### config.mk
export PLATFORM = sky130hd
export DESIGN_NAME = mem_ctrl
export DESIGN_NICKNAME = d
export VERILOG_FILES = /design/src/rtl/mem_ctrl.sv
export SDC_FILE = /design/constraint.sdc
export NUM_CORES = 1
export LEC_CHECK = 0
export BUFFER_PORTS_ARGS = -buffer_cell sky130_fd_sc_hd__buf_4
export CAP_MARGIN = 10
export CELL_PAD_IN_SITES_DETAIL_PLACEMENT = 1
export CELL_PAD_IN_SITES_GLOBAL_PLACEMENT = 1
export CORE_ASPECT_RATIO = 2
export CORE_MARGIN = 3
export CORE_UTILIZATION = 43
export DETAILED_ROUTE_END_ITERATION = 12
export PLACE_DENSITY_LB_ADDON = 0.3
export SYNTH_ARGS = -nofsm -noshare
export SYNTH_HDL_FRONTEND = slang
export SYNTH_SLANG_ARGS = --single-unit
### constraint.sdc
create_clock -name clk -period 4 [get_ports clk]
set_clock_uncertainty 0.05 [all_clocks]
set_input_delay 0.2 -clock clk [delete_from_list [all_inputs] [get_ports clk]]
set_output_delay 0.2 -clock clk [all_outputs]
set_load 0.03 [all_outputs]
### src/rtl/mem_ctrl.sv
`timescale 1ns/1ps
`default_nettype none
// +----------------------------------------------------------------------------+
// | Module   : mem_ctrl                                                        |
// | Brief    : Arbitrates LSB loads/stores and instruction fetches onto a      |
// |            byte-wide RAM port and returns one-cycle completion pulses.     |
// | Revision : 1.0 - initial release                                           |
// +----------------------------------------------------------------------------+
module mem_ctrl #(
    parameter int         ADDR_W = 32,
    parameter logic [1:0] IO_HI  = 2'b11
) (
    input  logic              clk,
    input  logic              rst,
    input  logic              rdy,
    input  logic              rollback,
    input  logic              io_buffer_full,
    input  logic              lsb_in_config,
    input  logic              lsb_in_ls,
    input  logic [ADDR_W-1:0] lsb_in_addr,
    input  logic [31:0]       lsb_in_data,
    input  logic [2:0]        lsb_in_precise,
    output logic              lsb_out_config,
    output logic [31:0]       lsb_out_data,
    input  logic              if_in_config,
    input  logic [ADDR_W-1:0] if_in_addr,
    output logic              if_out_config,
    output logic [31:0]       if_out_inst,
    input  logic [7:0]        mem_din,
    output logic [7:0]        mem_dout,
    output logic [ADDR_W-1:0] mem_a,
    output logic              mem_wr
);

    typedef enum logic [2:0] {
        IDLE  = 3'd0,
        LOAD  = 3'd1,
        STORE = 3'd2,
        FETCH = 3'd3,
        COOL  = 3'd4
    } state_t;

    localparam logic [2:0] c_FETCH_LEN = 3'd4;

    state_t            state_q, state_d;
    logic [2:0]        cnt_q, cnt_d;
    logic [2:0]        len_q, len_d;
    logic [2:0]        prec_q, prec_d;
    logic [ADDR_W-1:0] addr_q, addr_d;
    logic [31:0]       data_q, data_d;
    logic [31:0]       buf_q, buf_d;
    logic [ADDR_W-1:0] mem_a_q, mem_a_d;
    logic [7:0]        mem_dout_q, mem_dout_d;
    logic              mem_wr_q, mem_wr_d;
    logic              lsb_out_config_q, lsb_out_config_d;
    logic [31:0]       lsb_out_data_q, lsb_out_data_d;
    logic              if_out_config_q, if_out_config_d;
    logic [31:0]       if_out_inst_q, if_out_inst_d;

    logic [2:0]        w_cnt_nx;
    logic              w_more;
    logic              w_blocked;
    logic [ADDR_W-1:0] w_next_a;
    logic [31:0]       w_asm;

    function automatic logic [2:0] len_of(input logic [1:0] p);
        case (p)
            2'b00:   len_of = 3'd1;
            2'b01:   len_of = 3'd2;
            default: len_of = 3'd4;
        endcase
    endfunction

    function automatic logic [31:0] extend(input logic [2:0] p, input logic [31:0] w);
        case (p)
            3'b000:  extend = {{24{w[7]}}, w[7:0]};
            3'b001:  extend = {{16{w[15]}}, w[15:0]};
            3'b100:  extend = {24'h0, w[7:0]};
            3'b101:  extend = {16'h0, w[15:0]};
            default: extend = w;
        endcase
    endfunction

    always_comb begin
        state_d          = state_q;
        cnt_d            = cnt_q;
        len_d            = len_q;
        prec_d           = prec_q;
        addr_d           = addr_q;
        data_d           = data_q;
        buf_d            = buf_q;
        mem_a_d          = mem_a_q;
        mem_dout_d       = mem_dout_q;
        mem_wr_d         = mem_wr_q;
        lsb_out_config_d = 1'b0;
        lsb_out_data_d   = lsb_out_data_q;
        if_out_config_d  = 1'b0;
        if_out_inst_d    = if_out_inst_q;

        w_cnt_nx  = cnt_q + 3'd1;
        w_more    = (w_cnt_nx < len_q);
        w_next_a  = addr_q + ADDR_W'(w_cnt_nx);
        w_asm     = buf_q;
        w_asm[{cnt_q[1:0], 3'b000} +: 8] = mem_din;
        // Stores to the UART window wait while its buffer is full.
        w_blocked = !lsb_in_ls && (lsb_in_addr[17:16] == IO_HI) && io_buffer_full;

        case (state_q)
            IDLE: begin
                if (lsb_in_config && !w_blocked) begin
                    addr_d  = lsb_in_addr;
                    data_d  = lsb_in_data;
                    prec_d  = lsb_in_precise;
                    len_d   = len_of(lsb_in_precise[1:0]);
                    cnt_d   = 3'd0;
                    buf_d   = 32'h0;
                    mem_a_d = lsb_in_addr;
                    if (lsb_in_ls) begin
                        state_d = LOAD;
                    end else begin
                        state_d    = STORE;
                        mem_wr_d   = 1'b1;
                        mem_dout_d = lsb_in_data[7:0];
                    end
                end else if (if_in_config && !rollback) begin
                    state_d = FETCH;
                    addr_d  = if_in_addr;
                    len_d   = c_FETCH_LEN;
                    cnt_d   = 3'd0;
                    buf_d   = 32'h0;
                    mem_a_d = if_in_addr;
                end
            end
            LOAD, FETCH: begin
                if (state_q == FETCH && rollback) begin
                    state_d = COOL;
                end else begin
                    buf_d = w_asm;
                    if (w_more) begin
                        cnt_d   = w_cnt_nx;
                        mem_a_d = w_next_a;
                    end else begin
                        state_d = COOL;
                        if (state_q == LOAD) begin
                            lsb_out_config_d = 1'b1;
                            lsb_out_data_d   = extend(prec_q, w_asm);
                        end else begin
                            if_out_config_d = 1'b1;
                            if_out_inst_d   = w_asm;
                        end
                    end
                end
            end
            STORE: begin
                if (w_more) begin
                    cnt_d      = w_cnt_nx;
                    mem_a_d    = w_next_a;
                    mem_dout_d = data_q[{w_cnt_nx[1:0], 3'b000} +: 8];
                end else begin
                    state_d          = COOL;
                    mem_wr_d         = 1'b0;
                    lsb_out_config_d = 1'b1;
                    lsb_out_data_d   = 32'h0;
                end
            end
            COOL:    state_d = IDLE;
            default: state_d = IDLE;
        endcase
    end

    always_ff @(posedge clk or negedge rst) begin
        if (!rst) begin
            state_q          <= IDLE;
            cnt_q            <= 3'd0;
            len_q            <= 3'd0;
            prec_q           <= 3'd0;
            addr_q           <= '0;
            data_q           <= 32'h0;
            buf_q            <= 32'h0;
            mem_a_q          <= '0;
            mem_dout_q       <= 8'h0;
            mem_wr_q         <= 1'b0;
            lsb_out_config_q <= 1'b0;
            lsb_out_data_q   <= 32'h0;
            if_out_config_q  <= 1'b0;
            if_out_inst_q    <= 32'h0;
        end else if (rdy) begin
            state_q          <= state_d;
            cnt_q            <= cnt_d;
            len_q            <= len_d;
            prec_q           <= prec_d;
            addr_q           <= addr_d;
            data_q           <= data_d;
            buf_q            <= buf_d;
            mem_a_q          <= mem_a_d;
            mem_dout_q       <= mem_dout_d;
            mem_wr_q         <= mem_wr_d;
            lsb_out_config_q <= lsb_out_config_d;
            lsb_out_data_q   <= lsb_out_data_d;
            if_out_config_q  <= if_out_config_d;
            if_out_inst_q    <= if_out_inst_d;
        end
    end

    // The pending write stays registered while paused so it is issued once on resume.
    assign mem_wr         = mem_wr_q & rdy;
    assign mem_a          = mem_a_q;
    assign mem_dout       = mem_dout_q;
    assign lsb_out_config = lsb_out_config_q;
    assign lsb_out_data   = lsb_out_data_q;
    assign if_out_config  = if_out_config_q;
    assign if_out_inst    = if_out_inst_q;

endmodule
`default_nettype wire

==> reports/results.tsv, run 1 <==
stage	metric	value	unit
sta	Setup violations, final	0	
floorplan	io pins	222	
sta	Least-Margin Pin Slew	1.16	ns
critical_path	r2r setup slk	0.63	ns
yosys	FF+latch count, synth	215	
placement	DP HPWL	24700	um
yosys	most common flop cell mapped by yosys	dfrtp_1	
finish	most frequent cells in the layout	buf_4, dfrtp_1, nand2_1, a21oi_1, dlygate4sd3_1	
sta	RSZ-0062 raised after global routing	no	
critical_path	R2R Path End	lsb_out_data[22]	
yosys	Post-Syn Area	10500	sq um
clock_network	clock latency at the later pin of the worst-skew pair	0.51	ns
finish	diodes inserted	0	
flow_run	Max Cap Viol	0	
routing	via count	9119	
sta	fmax	297	MHz
placement	Inst Count DP	1453	
sta	Max-slew headroom	22.4	%
min_path	Worst Hold Class	in2reg	
floorplan	Starting Density	43.8	%
yosys	syn nets	1117	
clock_network	CTS H-tree depth	1	
finish	Multi-input gate area	4800	sq um
floorplan	total core area	23900	sq um
critical_path	CP Class	reg2reg	
critical_path	crit end category	flip-flop	
routing	Avg WL per Cell	23.7	um
yosys	mux cell area share after synthesis	11.7	%
finish	most common cell after layout, fill and taps aside	buf_4	
placement	GPL Wtd Cong	0.840	
yosys	synth warn	0	
clock_network	maximum root-to-sink buffer count	3	
finish	final-layout fill cell count	2565	
critical_path	end of the critical path	lsb_out_data[22]	
clock_network	TritonCTS clock tree	yes	
routing	Final ANT Viol Nets	0	
clock_network	Hold Buf Count CTS	66	
sta	final worst path period share	84.2	%
finish	layout cells sized above 1	28.0	%
clock_network	Post-CTS Setup Bufs	0	
grt	largest net degree at the start of global routing	127	
yosys	most area-hungry cell type in the Yosys netlist	dfrtp_1	
routing	Via density	5.86	
routing	Total Wirelength	36800	um
yosys	asr flop ratio synth	100	%
yosys	Post-Syn Instances	992	
routing	DR pass1 iterations	5	
sta	endpoints failing hold	0	
clock_network	CTS-repair resized insts	0	
yosys	sequential share of the synthesized area	51.3	%
power_and_ir_drop	Pleak	6.44	nW
critical_path	worst r2r src	cnt_q[1]	
yosys	top cells by area, synth	dfrtp_1, mux2_2, nand2_1, a21oi_1, o31ai_1	
critical_path	CP startpoint	cnt_q[1]	
clock_network	CTS Buf Count	20	
sta	Fin Setup TNS	0	ns
grt	global-route wire length before repair	56900	um
power_and_ir_drop	Max rail drop VDD	0.000367	V
critical_path	Critical Path Source Type	flip-flop	
sta	Final Slew Violations	0	
floorplan	die height	227	um
finish	Post-Layout Cell Count	1556	
routing	# DRC	0	
yosys	Synth Area in Adders	1.19	%
yosys	Yosys top cell area share	51.3	%
yosys	Synth Area in Compound Gates	17.0	%
yosys	simple-gate share of the synthesized area	13.7	%
yosys	largest family of logic cells by synthesized area	compound AO/OA/AOI/OAI gates	
yosys	Synth Area in XOR/XNOR	1.75	%
clock_network	Root Buffer	clkbuf_16	
finish	register area	5380	sq um
finish	nets	1381	
finish	Area Overhead vs Synth	31.6	%
clock_network	Num Clock Sinks	215	
floorplan	die width	116	um
grt	Tot GR Track Use	28.0	%
critical_path	Data required, critical path	4.39	ns
yosys	Synth cell types	65	
placement	port bufs	221	
yosys	Synth Area per Inst	10.6	sq um
power_and_ir_drop	Pwr per Cell Area	813	nW/um^2
critical_path	crit-path max FO	16	
floorplan	Die ar.	26400	sq um
clock_network	Clock transition at path regs	0.07	ns
grt	grt total ovfl	0	
sta	min cycle time layout	3.37	ns
critical_path	R2R depth	8	
floorplan	Cell Rows	80	
critical_path	critical path arrival	3.76	ns
routing	drt initial violations	489	
grt	vias in the first global route	10100	
yosys	number of synthesized flops with an enable pin	0	
grt	initial antenna violation count	0	
run_status	status	complete, no violations	
==> through the flow <==
| stage | power [mW] | hold WS (ns) | cell area [sq um] | util, % | worst slack, ns |
|---|---|---|---|---|---|
| 2_1_floorplan | 7.08 | -0.146 | 10500 | - | 0.737 |
| 3_3_place_gp | 8.76 | 0.294 | 12400 | 51.9 | 0.759 |
| 3_5_place_dp | 8.98 | 0.308 | 12400 | 51.9 | 0.685 |
| 4_1_cts | 11.1 | 0.00269 | 13800 | 57.5 | 0.651 |
| 5_1_grt | 11.8 | 0.0369 | 13800 | 57.7 | 0.418 |
| 6_report | 11.2 | 0.0124 | 13800 | 57.7 | 0.630 |
==> cell families (layout without fill, tap and decap cells) <==
logic type / Yosys count / after routing
AOI/OAI and AO/OA: 269 / 269
xor gates and xnor gates: 21 / 21
adders and majority gates: 10 / 10
buffers and inverters: 83 / 360
DFF: 215 / 215
muxes: 100 / 100
and+or+nand+nor: 294 / 294
==> flip-flops by register name, summed over array words and instances (netlist names) <==
register	count
mem_wr_q	1
prec_q	3
len_q	3
addr_q	32
if_out_config	1
mem_dout	8
data_q	32
if_out_inst	32
cnt_q	3
mem_a	32
lsb_out_config	1
buf_q	32
lsb_out_data	32
state_q	3
==> critical path, stage by stage, from the launching register on <==
cell,delay (ns)
dfrtp_1,0.40
inv_1,0.12
ha_1,0.54
buf_4,0.28
nor2b_1,0.25
a211o_1,0.25
and4_1,0.54
o21a_1,0.62
a22o_1,0.24
==> synthesized netlist by cell type (all sizes together), types with 12 or more instances <==
library cell / instances
o21ai: 41
buf: 20
inv: 14
a21oi: 86
a21o: 14
xnor2: 18
a22o: 25
nand2: 120
clkbuf: 49
mux2i: 21
a221o: 12
dfrtp: 215
nand4: 13
nor2b: 34
o31ai: 44
mux2: 71
nor2: 50
nand3: 16
a211oi: 12
==> worst min path at each step <==
stage	startpoint	endpoint	slack, ns	cells after the start
finish	if_in_addr[2]	addr_q[2]	0.01	3
global placement	rst	lsb_out_data[28]	0.29	1
global route	if_in_addr[4]	addr_q[4]	0.04	3
detailed placement	rst	lsb_out_data[26]	0.31	1
CTS	lsb_in_addr[2]	addr_q[2]	0.003	3
floorplan	rst	addr_q[0]	-0.15	0
==> layout make-up <==
| class | instances | share of cell area (%) |
|---|---|---|
| tap | 287 | 2.60 |
| timing repair buffer | 311 | 18.3 |
| inverter | 14 | 0.381 |
| clock inverter | 4 | 0.535 |
| clock buffer | 31 | 4.37 |
| sequential | 215 | 39.0 |
| multi-input combinational | 694 | 34.8 |
==> per-layer routing <==
metal	share of wire (%)	wire (um)	vias up	track usage, %
li1	-	-	4122	-
met1	34	12500	4556	29.3
met2	56	20500	316	51.9
met3	3.8	1390	125	3.31
met4	6.6	2420	0	16.4
met5	0	0	-	0
==> power breakdown <==
| part | total (mW) | internal, mW | leakage (nW) | switching [mW] |
|---|---|---|---|---|
| Clock | 2.04 | 1.17 | 0.331 | 0.867 |
| Combinational | 5.39 | 2.22 | 3.35 | 3.17 |
| Sequential | 3.80 | 3.02 | 2.76 | 0.780 |
| Total | 11.2 | 6.41 | 6.44 | 4.82 |
No activity file was read; power rests on OpenSTA's default activity.
==> inputs of run 2 (changes only) <==
--- a/config.mk
+++ b/config.mk
@@ -11,7 +11,7 @@
 export CELL_PAD_IN_SITES_GLOBAL_PLACEMENT = 1
 export CORE_ASPECT_RATIO = 2
 export CORE_MARGIN = 3
-export CORE_UTILIZATION = 43
+export CORE_UTILIZATION = 38
 export DETAILED_ROUTE_END_ITERATION = 12
 export PLACE_DENSITY_LB_ADDON = 0.3
 export SYNTH_ARGS = -nofsm -noshare
==> constraint.sdc (replaced) <==
create_clock -name clk -period 2.8 [get_ports clk]
set_clock_uncertainty 0.05 [all_clocks]
set_input_delay 0.14 -clock clk [delete_from_list [all_inputs] [get_ports clk]]
set_output_delay 0.14 -clock clk [all_outputs]
set_load 0.03 [all_outputs]
==> run 2 against run 1 <==
Global-route usage decreased by 3.1 points. Sequential power rose by 41%. Cell count increased by 7.7%. Cell area up 5.4%. Critical path depth stayed put. Fmax up 25%. Highest routed layer unchanged. Critical path type unchanged. Clock power rose by 47%. Combinational power increased by 52%. Total power rose by 47%. Clock-buffer cell count fell by 3. Sequential share of layout area down 2.0 points.
==> reports/results.tsv, run 2 (same netlist as run 1, synthesis figures left out) <==
stage	metric	value	unit
critical_path	CP Class	reg2reg	
finish	most common cell after layout, fill and taps aside	buf_4	
clock_network	TritonCTS clock tree	yes	
power_and_ir_drop	Comb pwr share	49.6	%
critical_path	R2R Path End	mem_a[21]	
power_and_ir_drop	Reg power frac	32.3	%
routing	drt initial violations	392	
critical_path	CP max stage cell	or3_1	
clock_network	maximum root-to-sink buffer count	3	
grt	largest net degree at the start of global routing	67	
finish	Area Overhead vs Synth	38.6	%
sta	final worst path period share	96.1	%
min_path	source of the worst hold timing path	mem_din[5]	
placement	DP HPWL	25500	um
finish	layout cells sized above 1	30.7	%
sta	min cycle time layout	2.69	ns
min_path	Hold Path Depth	3	
sta	fmax	371	MHz
routing	Via density	5.45	
floorplan	io pins	222	
critical_path	r2r setup slk	0.11	ns
power_and_ir_drop	Pwr per Cell Area	1140	nW/um^2
grt	global-route wire length before repair	56900	um
grt	grt total ovfl	0	
routing	Avg WL per Cell	22.0	um
clock_network	Root Buffer	clkbuf_16	
power_and_ir_drop	Net Sw Power	6.94	mW
sta	Max-slew headroom	47.1	%
sta	Least-Margin Pin Slew	0.793	ns
grt	vias in the first global route	10400	
finish	Layout Utilization	53.8	%
finish	most frequent cells in the layout	buf_4, dfrtp_1, nand2_1, dlygate4sd3_1, a21oi_1	
finish	nets	1438	
power_and_ir_drop	clock network power share	18.1	%
power_and_ir_drop	Pwr Total	16.6	mW
placement	GPL Wtd Cong	0.832	
critical_path	Levels on crit path	8	
routing	DR pass1 iterations	4	
critical_path	CP top delay family	compound AO/OA/AOI/OAI gates	
routing	# DRC	0	
floorplan	die width	123	um
critical_path	CP Cell Sequence	ha_1, xor2_4, ha_4, a221oi_4, a21boi_2, or3_1, buf_12, a221o_1	
routing	Total Wirelength	36800	um
critical_path	worst r2r src	cnt_q[0]	
sta	endpoints failing hold	0	
critical_path	Slowest Stage Delay on Critical Path	0.42	ns
critical_path	critical path arrival	3.02	ns
power_and_ir_drop	Sw Share	41.9	%
critical_path	R2R depth	8	
critical_path	crit-path max FO	35	
sta	Setup violations, final	0	
sta	final hold slack	0.0179	ns
power_and_ir_drop	Max rail drop VDD	0.000511	V
power_and_ir_drop	Internal	9.61	mW
critical_path	Worst Path Buf+Inv	1	
critical_path	Critical Path Source Type	flip-flop	
critical_path	Data required, critical path	3.13	ns
grt	Tot GR Track Use	24.8	%
clock_network	CTS Buf Count	21	
min_path	hold endpoint	if_out_inst[13]	
floorplan	Cell Rows	85	
placement	post-place setup slack	-0.0192	ns
run_status	status	complete, no violations	
min_path	Worst Hold Class	in2reg	
grt	initial antenna violation count	1	
routing	via count	9137	
routing	Final ANT Viol Nets	0	
placement	port bufs	221	
sta	slack of the critical path	0.108	ns
power_and_ir_drop	Pleak	6.73	nW
clock_network	Clock transition at path regs	0.07	ns
floorplan	Die ar.	29800	sq um
sta	Final Slew Violations	0	
clock_network	Num Clock Sinks	215	
flow_run	Max Cap Viol	0	
clock_network	Post-CTS Setup Bufs	0	
clock_network	clock latency at the later pin of the worst-skew pair	0.51	ns
floorplan	die height	241	um
clock_network	CTS H-tree depth	1	
placement	Inst Count DP	1545	
sta	RSZ-0062 raised after global routing	no	
floorplan	total core area	27000	sq um
finish	Post-Layout Cell Count	1676	
critical_path	crit end category	flip-flop	
floorplan	Starting Density	38.8	%
[run 2: cell types whose count changed in the layout (fill, tap and decap cells not counted), sizes merged]
cell         change
diode            +1
bufinv           +1
clkinvlp         +3
dlygate4sd3     +26
inv              -1
clkinv           +2
buf             +30
clkbuf           -3
[run 2: how the worst max path moves through the flow]
stage             start         to  slack [ns]
2_1_floorplan  cnt_q[0]  mem_a[11]        0.04
3_3_place_gp   cnt_q[0]  mem_a[21]        0.05
3_5_place_dp   cnt_q[0]  mem_a[21]       -0.02
4_1_cts        cnt_q[0]  mem_a[21]        0.01
5_1_grt        cnt_q[0]   mem_a[9]      0.0008
6_report       cnt_q[0]  mem_a[21]        0.11
[run 2: final cells by class]
cell class	instances	area [sq um]
fill	2969	12500
sequential	215	5380
multi-input combinational	694	4930
timing repair buffer	367	3030
clock buffer	28	582
tap	348	435
clock inverter	9	128
inverter	14	55.1
antenna	1	2.50
[run 2: power groups by stage]
stage / Clock, mW / Combinational [mW] / Sequential [mW]
4_1_cts: 3.06 / 8.08 / 5.32
3_3_place_gp: 0 / 7.68 / 5.30
2_1_floorplan: 0 / 4.04 / 6.22
6_report: 3.00 / 8.21 / 5.35
3_5_place_dp: 0 / 7.91 / 5.35
5_1_grt: 3.17 / 8.83 / 5.50
[run 2: per-layer routing]
metal	part of all wire, %	track usage [%]	vias to the layer above
met4	5.0	12.3	0
met3	2.9	2.37	86
met2	58	48.6	216
met5	0	0	-
met1	34	25.5	4601
li1	-	-	4234
[run 2: through the flow]
stage | cell area (sq um) | setup TNS [ns]
global placement | 12800 | 0
floorplan | 10600 | 0
global route | 14500 | 0
detailed placement | 12800 | -0.0789
finish | 14500 | 0
CTS | 14500 | 0
[run 2: timing repair]
item	CTS	global route
setup endpoints to repair	14	46
pin swaps	0	1
resized for setup	1	11
endpoints found under the hold margin	144	0
hold buffers	93	0
[run 2: worst register-to-register path, stage by stage (launching register included)]
cell      delay, ns
dfrtp_1        0.38
ha_1           0.25
xor2_4         0.25
ha_4           0.25
a221oi_4       0.25
a21boi_2       0.09
or3_1          0.42
buf_12         0.22
a221o_1        0.41
==> inputs of run 3 (changes only) <==
--- a/config.mk
+++ b/config.mk
@@ -14,6 +14,7 @@
 export CORE_UTILIZATION = 38
 export DETAILED_ROUTE_END_ITERATION = 12
 export PLACE_DENSITY_LB_ADDON = 0.3
+export REMOVE_ABC_BUFFERS = 1
 export SYNTH_ARGS = -nofsm -noshare
 export SYNTH_HDL_FRONTEND = slang
 export SYNTH_SLANG_ARGS = --single-unit
==> run 3 against run 2 <==
Via count grew 2.8%. First-iteration DRC count shrank 13%. Sequential power is essentially flat. Cell area grew 1.6%. Routed wire length grew 3.4%. Hold slack gained 0.00090 ns. Critical path type unchanged.
==> reports/results.tsv, run 3 (same netlist as run 1, synthesis figures left out) <==
stage	metric	value	unit
sta	Final Slew Violations	0	
grt	Tot GR Track Use	25.9	%
routing	Avg WL per Cell	22.4	um
floorplan	die height	241	um
grt	global-route wire length before repair	59700	um
sta	RSZ-0062 raised after global routing	yes	
power_and_ir_drop	Pwr per Cell Area	1130	nW/um^2
placement	GPL Wtd Cong	0.831	
floorplan	total core area	27000	sq um
clock_network	TritonCTS clock tree	yes	
sta	Max-slew headroom	56.0	%
grt	grt total ovfl	0	
critical_path	crit-path max FO	5	
floorplan	Cell Rows	85	
finish	Area Overhead vs Synth	40.8	%
critical_path	Levels on crit path	10	
flow_run	Max Cap Viol	0	
critical_path	Worst Path Buf+Inv	2	
critical_path	crit end category	flip-flop	
clock_network	Root Buffer	clkbuf_16	
finish	most common cell after layout, fill and taps aside	buf_4	
critical_path	R2R Path End	mem_a[9]	
sta	slack of the critical path	0.0489	ns
routing	Via density	5.54	
routing	drt initial violations	341	
power_and_ir_drop	Pwr Total	16.7	mW
finish	final-layout fill cell count	2945	
finish	most frequent cells in the layout	buf_4, dfrtp_1, nand2_1, dlygate4sd3_1, a21oi_1	
critical_path	worst r2r src	cnt_q[0]	
critical_path	CP Cell Sequence	ha_2, xor2_2, buf_4, ha_4, a31oi_2, a2111oi_2, buf_4, xnor2_1, mux2i_1, mux2_4	
finish	Post-Layout Cell Count	1696	
sta	fmax	363	MHz
clock_network	Num Clock Sinks	215	
clock_network	Clock transition at path regs	0.07	ns
critical_path	CP top delay family	compound AO/OA/AOI/OAI gates	
routing	DR pass1 iterations	7	
critical_path	r2r setup slk	0.05	ns
critical_path	CP max stage cell	a2111oi_2	
grt	vias in the first global route	10600	
min_path	Worst Hold Class	in2reg	
min_path	source of the worst hold timing path	if_in_addr[23]	
sta	final worst path period share	98.3	%
critical_path	Slowest Stage Delay on Critical Path	0.51	ns
finish	Final Instance Area	14800	sq um
placement	port bufs	221	
sta	min cycle time layout	2.75	ns
critical_path	Critical Path Source Type	flip-flop	
power_and_ir_drop	Pleak	6.88	nW
finish	register area	5380	sq um
finish	Multi-input gate area	4890	sq um
floorplan	die width	123	um
routing	Total Wirelength	38100	um
sta	endpoints failing hold	0	
routing	# DRC	0	
finish	Layout Utilization	54.7	%
power_and_ir_drop	Max rail drop VDD	0.000595	V
finish	layout cells sized above 1	31.1	%
floorplan	Starting Density	38.8	%
placement	Inst Count DP	1554	
placement	DP HPWL	25500	um
clock_network	CTS H-tree depth	1	
clock_network	maximum root-to-sink buffer count	3	
critical_path	Data required, critical path	3.15	ns
critical_path	CP startpoint	cnt_q[0]	
grt	largest net degree at the start of global routing	80	
routing	Final ANT Viol Nets	0	
finish	nets	1460	
run_status	status	complete, no violations	
clock_network	clock latency at the later pin of the worst-skew pair	0.52	ns
routing	via count	9392	
clock_network	CTS Buf Count	22	
critical_path	end of the critical path	mem_a[9]	
critical_path	cell repeated most along the worst path	buf_4	
floorplan	io pins	222	
critical_path	R2R depth	10	
placement	placed cell area	12900	sq um
critical_path	CP Class	reg2reg	
placement	post-place setup slack	-0.226	ns
sta	Setup violations, final	0	
grt	initial antenna violation count	2	
floorplan	Die ar.	29800	sq um
critical_path	critical path arrival	3.10	ns
sta	Least-Margin Pin Slew	0.660	ns
## run 3: per-layer routing
metal | vias to the layer above | share of wire, % | global-route usage [%]
li1 | 4289 | - | -
met5 | - | 0 | 0
met2 | 270 | 58 | 50.3
met1 | 4742 | 34 | 26.8
met3 | 91 | 3.5 | 2.88
met4 | 0 | 4.8 | 12.4
## run 3: how the worst min path moves through the flow
stage,end,slack (ns),cells past startpoint
final,mem_a[23],0.02,4
after global routing,if_out_inst[4],0.02,3
after CTS,mem_a[23],0.001,4
after detailed placement,mem_a[28],0.14,1
after global placement,addr_q[28],0.13,1
after floorplan,addr_q[0],-0.21,0
## run 3: metrics by stage
stage / setup TNS (ns) / hold WS [ns]
2_1_floorplan: -188.71 / -0.206
3_3_place_gp: -0.426 / 0.134
3_5_place_dp: -2.16 / 0.144
4_1_cts: -0.0150 / 0.00128
5_1_grt: -0.170 / 0.0234
6_report: 0 / 0.0188
## run 3: timing repair
item	in CTS	in global routing
hold buffers	102	0
setup buffers	0	2
endpoints found under the setup margin	47	47
pin swaps	0	2
hold endpoints to repair	169	0
gates cloned	0	1
gates resized for setup	7	15
## run 3: tightest hold or removal path: stages
cell	delay, ns
buf_4	0.07
nand2_1	0.04
a21oi_1	0.17
a221o_1	0.12
## run 3: cell type report
type,count,share of cell area [%]
antenna,2,0.0339
tap,348,2.95
inverter,14,0.356
clock inverter,5,0.534
timing repair buffer,388,22.2
clock buffer,30,4.41
sequential,215,36.4
multi-input combinational,694,33.1
## run 3: report_power, final
group / internal (mW) / switching [mW] / total (mW)
Sequential: 4.32 / 1.05 / 5.38
Clock: 1.80 / 1.27 / 3.08
Combinational: 3.61 / 4.66 / 8.27
